<file path="config.mk">
export PLATFORM = sky130hd
export DESIGN_NAME = fetch_stage
export DESIGN_NICKNAME = d
export VERILOG_FILES = /design/src/rtl/riscv23_pkg.sv /design/src/rtl/fetch_hold_buf.sv /design/src/rtl/fetch_stage.sv
export SDC_FILE = /design/constraint.sdc
export NUM_CORES = 1
export LEC_CHECK = 0
export ABC_AREA = 1
export ABC_CLOCK_PERIOD_IN_PS = 2800
export BUFFER_PORTS_ARGS = -buffer_cell sky130_fd_sc_hd__buf_2
export CAP_MARGIN = 20
export CORE_MARGIN = 2
export CORE_UTILIZATION = 59
export DETAILED_ROUTE_END_ITERATION = 8
export PLACE_DENSITY = 0.87
export SLEW_MARGIN = 0
export SYNTH_ARGS = -nofsm -noshare
export SYNTH_HDL_FRONTEND = slang
export SYNTH_SLANG_ARGS = --single-unit
</file>
<file path="constraint.sdc">
create_clock -name clk_i -period 2.8 [get_ports clk_i]
set_clock_uncertainty 0.05 [all_clocks]
set_input_delay 0.14 -clock clk_i [delete_from_list [all_inputs] [get_ports clk_i]]
set_output_delay 0.14 -clock clk_i [all_outputs]
set_load 0.005 [all_outputs]
</file>
<file path="src/rtl/riscv23_pkg.sv">
// Shared IITB-RISC-23 definitions: datapath width, fetch constants and the
// opcode encodings used by decode.
package riscv23_pkg;

  localparam int          XLEN         = 16;
  localparam logic [15:0] PC_STEP      = 16'd2;
  localparam logic [15:0] RESET_PC     = 16'h0000;
  localparam logic [15:0] BUBBLE_INSTR = 16'h0000;

  typedef enum logic [3:0] {
    OP_ADI  = 4'b0000,
    OP_ADD  = 4'b0001,
    OP_NAND = 4'b0010,
    OP_LLI  = 4'b0011,
    OP_LW   = 4'b0100,
    OP_SW   = 4'b0101,
    OP_LM   = 4'b0110,
    OP_SM   = 4'b0111,
    OP_BEQ  = 4'b1000,
    OP_JAL  = 4'b1100,
    OP_JLR  = 4'b1101
  } opcode_e;

  // Address arithmetic wraps modulo 2^16.
  function automatic logic [XLEN-1:0] pc_add(input logic [XLEN-1:0] pc,
                                             input logic [XLEN-1:0] step);
    return pc + step;
  endfunction

endpackage

</file>
<file path="src/rtl/fetch_hold_buf.sv">
// One-entry instruction/PC skid buffer. Captures the fetch return that lands
// while decode is stalled, so it can be replayed once the stall releases.
module fetch_hold_buf
  import riscv23_pkg::*;
(
  input  logic            clk_i,
  input  logic            reset_i,
  input  logic            clear_i,
  input  logic            load_i,
  input  logic            drain_i,
  input  logic [XLEN-1:0] instr_i,
  input  logic [XLEN-1:0] pc_i,
  output logic            valid_o,
  output logic [XLEN-1:0] instr_o,
  output logic [XLEN-1:0] pc_o
);

  logic            valid_q;
  logic [XLEN-1:0] instr_q;
  logic [XLEN-1:0] pc_q;

  always_ff @(posedge clk_i) begin
    if (reset_i) begin
      valid_q <= 1'b0;
      instr_q <= '0;
      pc_q    <= '0;
    end else if (clear_i) begin
      valid_q <= 1'b0;
    end else if (load_i) begin
      valid_q <= 1'b1;
      instr_q <= instr_i;
      pc_q    <= pc_i;
    end else if (drain_i) begin
      valid_q <= 1'b0;
    end
  end

  assign valid_o = valid_q;
  assign instr_o = instr_q;
  assign pc_o    = pc_q;

endmodule

</file>
<file path="src/rtl/fetch_stage.sv">
// IITB-RISC-23 instruction fetch: owns the PC, issues to a 1-cycle synchronous
// instruction memory and fills the IF/ID register with stall and redirect.
module fetch_stage
  import riscv23_pkg::*;
#(
  parameter logic [15:0] RESET_PC = riscv23_pkg::RESET_PC,
  parameter logic [15:0] PC_STEP  = riscv23_pkg::PC_STEP
) (
  input  logic            clk_i,
  input  logic            reset_i,
  output logic [XLEN-1:0] imem_addr_o,
  output logic            imem_rd_o,
  input  logic [XLEN-1:0] imem_data_i,
  input  logic            stall_i,
  input  logic            redirect_valid_i,
  input  logic [XLEN-1:0] redirect_pc_i,
  output logic            if_id_valid_o,
  output logic [XLEN-1:0] if_id_instr_o,
  output logic [XLEN-1:0] if_id_pc_o,
  output logic [XLEN-1:0] if_id_pc_plus2_o
);

  logic [XLEN-1:0] pc_q, pc_d;
  logic            infl_q;
  logic [XLEN-1:0] infl_pc_q;

  logic            if_id_valid_q, if_id_valid_d;
  logic [XLEN-1:0] if_id_instr_q, if_id_instr_d;
  logic [XLEN-1:0] if_id_pc_q, if_id_pc_d;
  logic [XLEN-1:0] if_id_pc_plus2_q, if_id_pc_plus2_d;

  logic            hold_valid;
  logic [XLEN-1:0] hold_instr;
  logic [XLEN-1:0] hold_pc;
  logic            hold_load;
  logic            hold_drain;

  // A redirect issues its target even under stall; sequential issue waits.
  always_comb begin
    imem_addr_o = redirect_valid_i ? redirect_pc_i : pc_q;
    imem_rd_o   = 1'b0;
    if (!reset_i) imem_rd_o = redirect_valid_i | ~stall_i;
  end

  always_comb begin
    pc_d = pc_q;
    if (redirect_valid_i)  pc_d = pc_add(redirect_pc_i, PC_STEP);
    else if (imem_rd_o)    pc_d = pc_add(pc_q, PC_STEP);
  end

  assign hold_load  = ~redirect_valid_i & stall_i & infl_q;
  assign hold_drain = ~redirect_valid_i & ~stall_i & hold_valid;

  fetch_hold_buf u_hold (
    .clk_i   (clk_i),
    .reset_i (reset_i),
    .clear_i (redirect_valid_i),
    .load_i  (hold_load),
    .drain_i (hold_drain),
    .instr_i (imem_data_i),
    .pc_i    (infl_pc_q),
    .valid_o (hold_valid),
    .instr_o (hold_instr),
    .pc_o    (hold_pc)
  );

  // Nothing issues during a stall, so a draining hold never races a return.
  always_comb begin
    if_id_valid_d    = if_id_valid_q;
    if_id_instr_d    = if_id_instr_q;
    if_id_pc_d       = if_id_pc_q;
    if_id_pc_plus2_d = if_id_pc_plus2_q;
    if (redirect_valid_i) begin
      if_id_valid_d = 1'b0;
      if_id_instr_d = BUBBLE_INSTR;
    end else if (!stall_i) begin
      if (hold_valid) begin
        if_id_valid_d    = 1'b1;
        if_id_instr_d    = hold_instr;
        if_id_pc_d       = hold_pc;
        if_id_pc_plus2_d = pc_add(hold_pc, PC_STEP);
      end else if (infl_q) begin
        if_id_valid_d    = 1'b1;
        if_id_instr_d    = imem_data_i;
        if_id_pc_d       = infl_pc_q;
        if_id_pc_plus2_d = pc_add(infl_pc_q, PC_STEP);
      end else begin
        if_id_valid_d = 1'b0;
      end
    end
  end

  always_ff @(posedge clk_i) begin
    if (reset_i) begin
      pc_q             <= RESET_PC;
      infl_q           <= 1'b0;
      infl_pc_q        <= '0;
      if_id_valid_q    <= 1'b0;
      if_id_instr_q    <= '0;
      if_id_pc_q       <= '0;
      if_id_pc_plus2_q <= '0;
    end else begin
      pc_q             <= pc_d;
      infl_q           <= imem_rd_o;
      infl_pc_q        <= imem_addr_o;
      if_id_valid_q    <= if_id_valid_d;
      if_id_instr_q    <= if_id_instr_d;
      if_id_pc_q       <= if_id_pc_d;
      if_id_pc_plus2_q <= if_id_pc_plus2_d;
    end
  end

  assign if_id_valid_o    = if_id_valid_q;
  assign if_id_instr_o    = if_id_instr_q;
  assign if_id_pc_o       = if_id_pc_q;
  assign if_id_pc_plus2_o = if_id_pc_plus2_q;

endmodule

</file>
==> flow_metrics.py <==
metrics = {
    "status": {
        "outcome": "finished clean",
    },
    "placement": {
        "dp_hpwl_um": 8910,
        "post-place-ws_ns": 0.677,
        "portBuffers": 101,
        "place_area_sq_um": 5730,
        "place.gp.congestion": 0.944,
    },
    "sta": {
        "worst_slew_pin_slew_ns": 0.659,
        "slew_headroom": 0.559,
        "final-setup-viol-count": 0,
        "hold_viol": 0,
        "finalMaxSlewViolations": 0,
        "hold_ws_ns": 0.0114,
        "min_period_over_period": 0.747,
        "setup-tns-final_ns": 0,
        "min_period_ns": 2.09,
        "fmax_mhz": 478,
        "layout_setup_ws_ns": 0.710,
        "rsz0062_at_grt": "no",
    },
    "routing": {
        "route.met2.wl_um": 7310,
        "num_vias": 5367,
        "drt-pass1-iter-count": 6,
        "top_layer": "met4",
        "wl_per_cell_um": 14.5,
        "drtIter0Drc": 431,
        "drc_errors": 0,
        "wl_met1_um": 5750,
        "wl_um": 14300,
        "viasPerCell": 5.43,
        "ant_nets": 0,
        "met3_wirelength_um": 913,
    },
    "power_and_ir_drop": {
        "combPwrFrac": 0.108,
        "clock_power_share": 0.491,
        "vdd_drop_max_mv": 0.490,
        "power_density_nw_per_um2": 657,
        "power.net_switching_mw": 1.08,
        "p_int_mw": 3.28,
        "p_leak_nw": 3.10,
        "seq_power_share": 0.401,
        "netSwitchingFraction": 0.248,
    },
    "run": {
        "max_cap_viol_count": 0,
    },
    "yosys": {
        "yosysMostFrequentCell": "nand2_1",
        "yosys_warnings": 0,
        "synth.area.top_cells": "dfxtp_1 43%, nand2_1 14%, a21oi_1 5.8%, inv_1 5.5%, nor2_1 5.5%",
        "synth_area_leader_cell": "dfxtp_1",
        "seq_area_frac_synth": 0.435,
        "synth_top_flop_cell": "dfxtp_1",
        "synthTopCellsByCount": "196 x nand2_1, 114 x dfxtp_1, 77 x inv_1, 77 x nor2_1, 61 x a21oi_1",
        "synthCells": 748,
        "async_flop_share": 0,
        "syn_area_per_cell_sq_um": 7.02,
        "synth_cell_types": 35,
        "synth_top_cell_area_share": 0.435,
        "synth_edf_count": 0,
        "syn_nets": 786,
        "ys_ff_latch": 114,
        "synth_area_sq_um": 5250,
    },
    "critical_path": {
        "r2r_start": "u_hold.valid_o",
        "required_ns": 3.17,
        "start_kind": "flip-flop",
        "ff2ff_path_depth": 10,
        "cpPeakStageDelay_ns": 0.52,
        "cp_common_cell": "nand2_1",
        "r2r-end": "if_id_pc_plus2_o[15]",
        "cp-end-kind": "flip-flop",
        "rrSetupSlack_ns": 0.71,
        "startpoint": "u_hold.valid_o",
        "path_cells": "buf_4, nand2_1, nand2_1, nand2_1, nor2_2, nand2_2, nor2_1, nand2_1, nand2_1, nor2_1",
        "cp_max_fo": 24,
        "timing_worst_setup_path_type": "reg2reg",
        "arrival_ns": 2.46,
        "crit_slowest_cell": "dfxtp_1",
    },
    "grt": {
        "antenna_found_initial": 0,
        "grt_overflow": 0,
        "groute.usage.overall": 0.305,
        "grt_first_pass_wirelength_um": 24000,
        "grt_pass1_vias": 5172,
        "grt_max_degree": 65,
    },
    "worst_hold_path": {
        "hp-class": "in2reg",
        "whs_endpoint": "infl_pc_q[10]",
        "holdPathStages": 5,
        "hp-start": "redirect_pc_i[10]",
    },
    "die": {
        "start_util": 0.605,
        "ios": 102,
        "core_region_area_sq_um": 8680,
        "die_w_um": 98.3,
        "num_rows": 34,
        "die-area_sq_um": 9660,
        "die_h_um": 98.3,
    },
    "finish": {
        "final_core_util": 0.765,
        "area_delta_synth_final_pct": 26.5,
        "final_area_sq_um": 6640,
        "diodes": 0,
        "nets": 905,
        "drive_gt1_frac": 0.206,
    },
    "clocking": {
        "clockBufferDepth": 2,
        "clkSlewWorstSetupHoldPaths_ns": 0.06,
        "clock_latency_ns": 0.52,
        "htreeDepth": 4,
        "numCtsBuffers": 17,
        "clock-root-buffer": "clkbuf_8",
        "cts_tree": "built",
        "clock_sinks": 114,
    },
}
[per-stage QoR]
step                      power, mW  cells
after floorplan                2.06    748
after global placement         2.19    924
after detailed placement       2.20    924
after CTS                      4.35    988
after global routing           4.50    988
final                          4.36    988
[cell type report]
type	instances	area, sq um
clock buffers	22	453
clock inverters	10	133
fillers	612	2040
inverters	89	334
multi-input cells	505	2410
flip-flops and latches	114	2280
well taps	108	135
repair buffers	140	891
[registers in the layout, summed over array words and instances (netlist names)]
register          cells
if_id_instr_o        16
if_id_pc_o           16
infl_pc_q            16
pc_q                 16
u_hold.instr_o       16
u_hold.pc_o          16
if_id_pc_plus2_o     15
if_id_valid_o         1
infl_q                1
u_hold.valid_o        1
[cells in the final DEF, fill, tap and decap left out, types with 2 or more instances in the layout]
cell type / n
clkbuf_8: 3
clkbuf_1: 3
a311oi_1: 16
nand2_1: 196
o21a_1: 6
o21ai_1: 22
clkinv_2: 4
buf_4: 6
nand3_1: 31
inv_2: 11
buf_2: 101
nor2_2: 4
inv_1: 77
o21bai_1: 2
nor3_1: 5
nand4_1: 9
nand3_2: 4
dfxtp_1: 114
a31oi_1: 2
o21ai_0: 35
clkinvlp_4: 3
bufinv_16: 3
nor2_1: 77
dlygate4sd3_1: 32
a21oi_1: 61
nor2_4: 6
xor2_1: 2
clkbuf_16: 16
ha_1: 2
nand2_2: 17
[kinds of logic after synthesis]
kind of cell    count (synthesis)  synth area share
fa+ha+maj                       2           0.00477
xor+xnor                        3           0.00501
flops                         114             0.435
compound gates                148             0.160
simple gates                  352             0.290
buf+inv                       129             0.106
[per-layer routing]
layer,vias up,global-route usage
met5,-,0
met4,0,0.117
met3,40,0.0766
met2,226,0.540
met1,2460,0.354
li1,2641,-
[repair_timing]
action                    CTS  global route
resized for setup           0             0
hold buffers               32             0
buffers inserted            0             0
hold endpoints to repair   49             0
[power by group through the flow]
stage / clock network, mW / logic, mW / registers, mW
after CTS: 2.14 / 0.462 / 1.75
after global routing: 2.22 / 0.527 / 1.76
final: 2.14 / 0.470 / 1.75
after global placement: 0 / 0.410 / 1.78
after detailed placement: 0 / 0.419 / 1.78
after floorplan: 0 / 0.292 / 1.77
[how the worst max path moves through the flow]
stage               slack (ns)                    to  depth (start not counted)
global placement          0.72              pc_q[12]                          8
detailed placement        0.68               pc_q[3]                          9
finish                    0.71  if_id_pc_plus2_o[15]                         10
global route              0.52  if_id_pc_plus2_o[15]                         10
floorplan                 1.14  if_id_pc_plus2_o[15]                         12
CTS                       0.77  if_id_pc_plus2_o[15]                         10
[critical path, delay by kind of cell (launching register included)]
| kind | cells | cell delay, ns |
|---|---|---|
| flops | 1 | 0.52 |
| simple gates | 9 | 1.08 |
| buf+inv | 1 | 0.34 |
No activity file was read; power rests on OpenSTA's default activity.
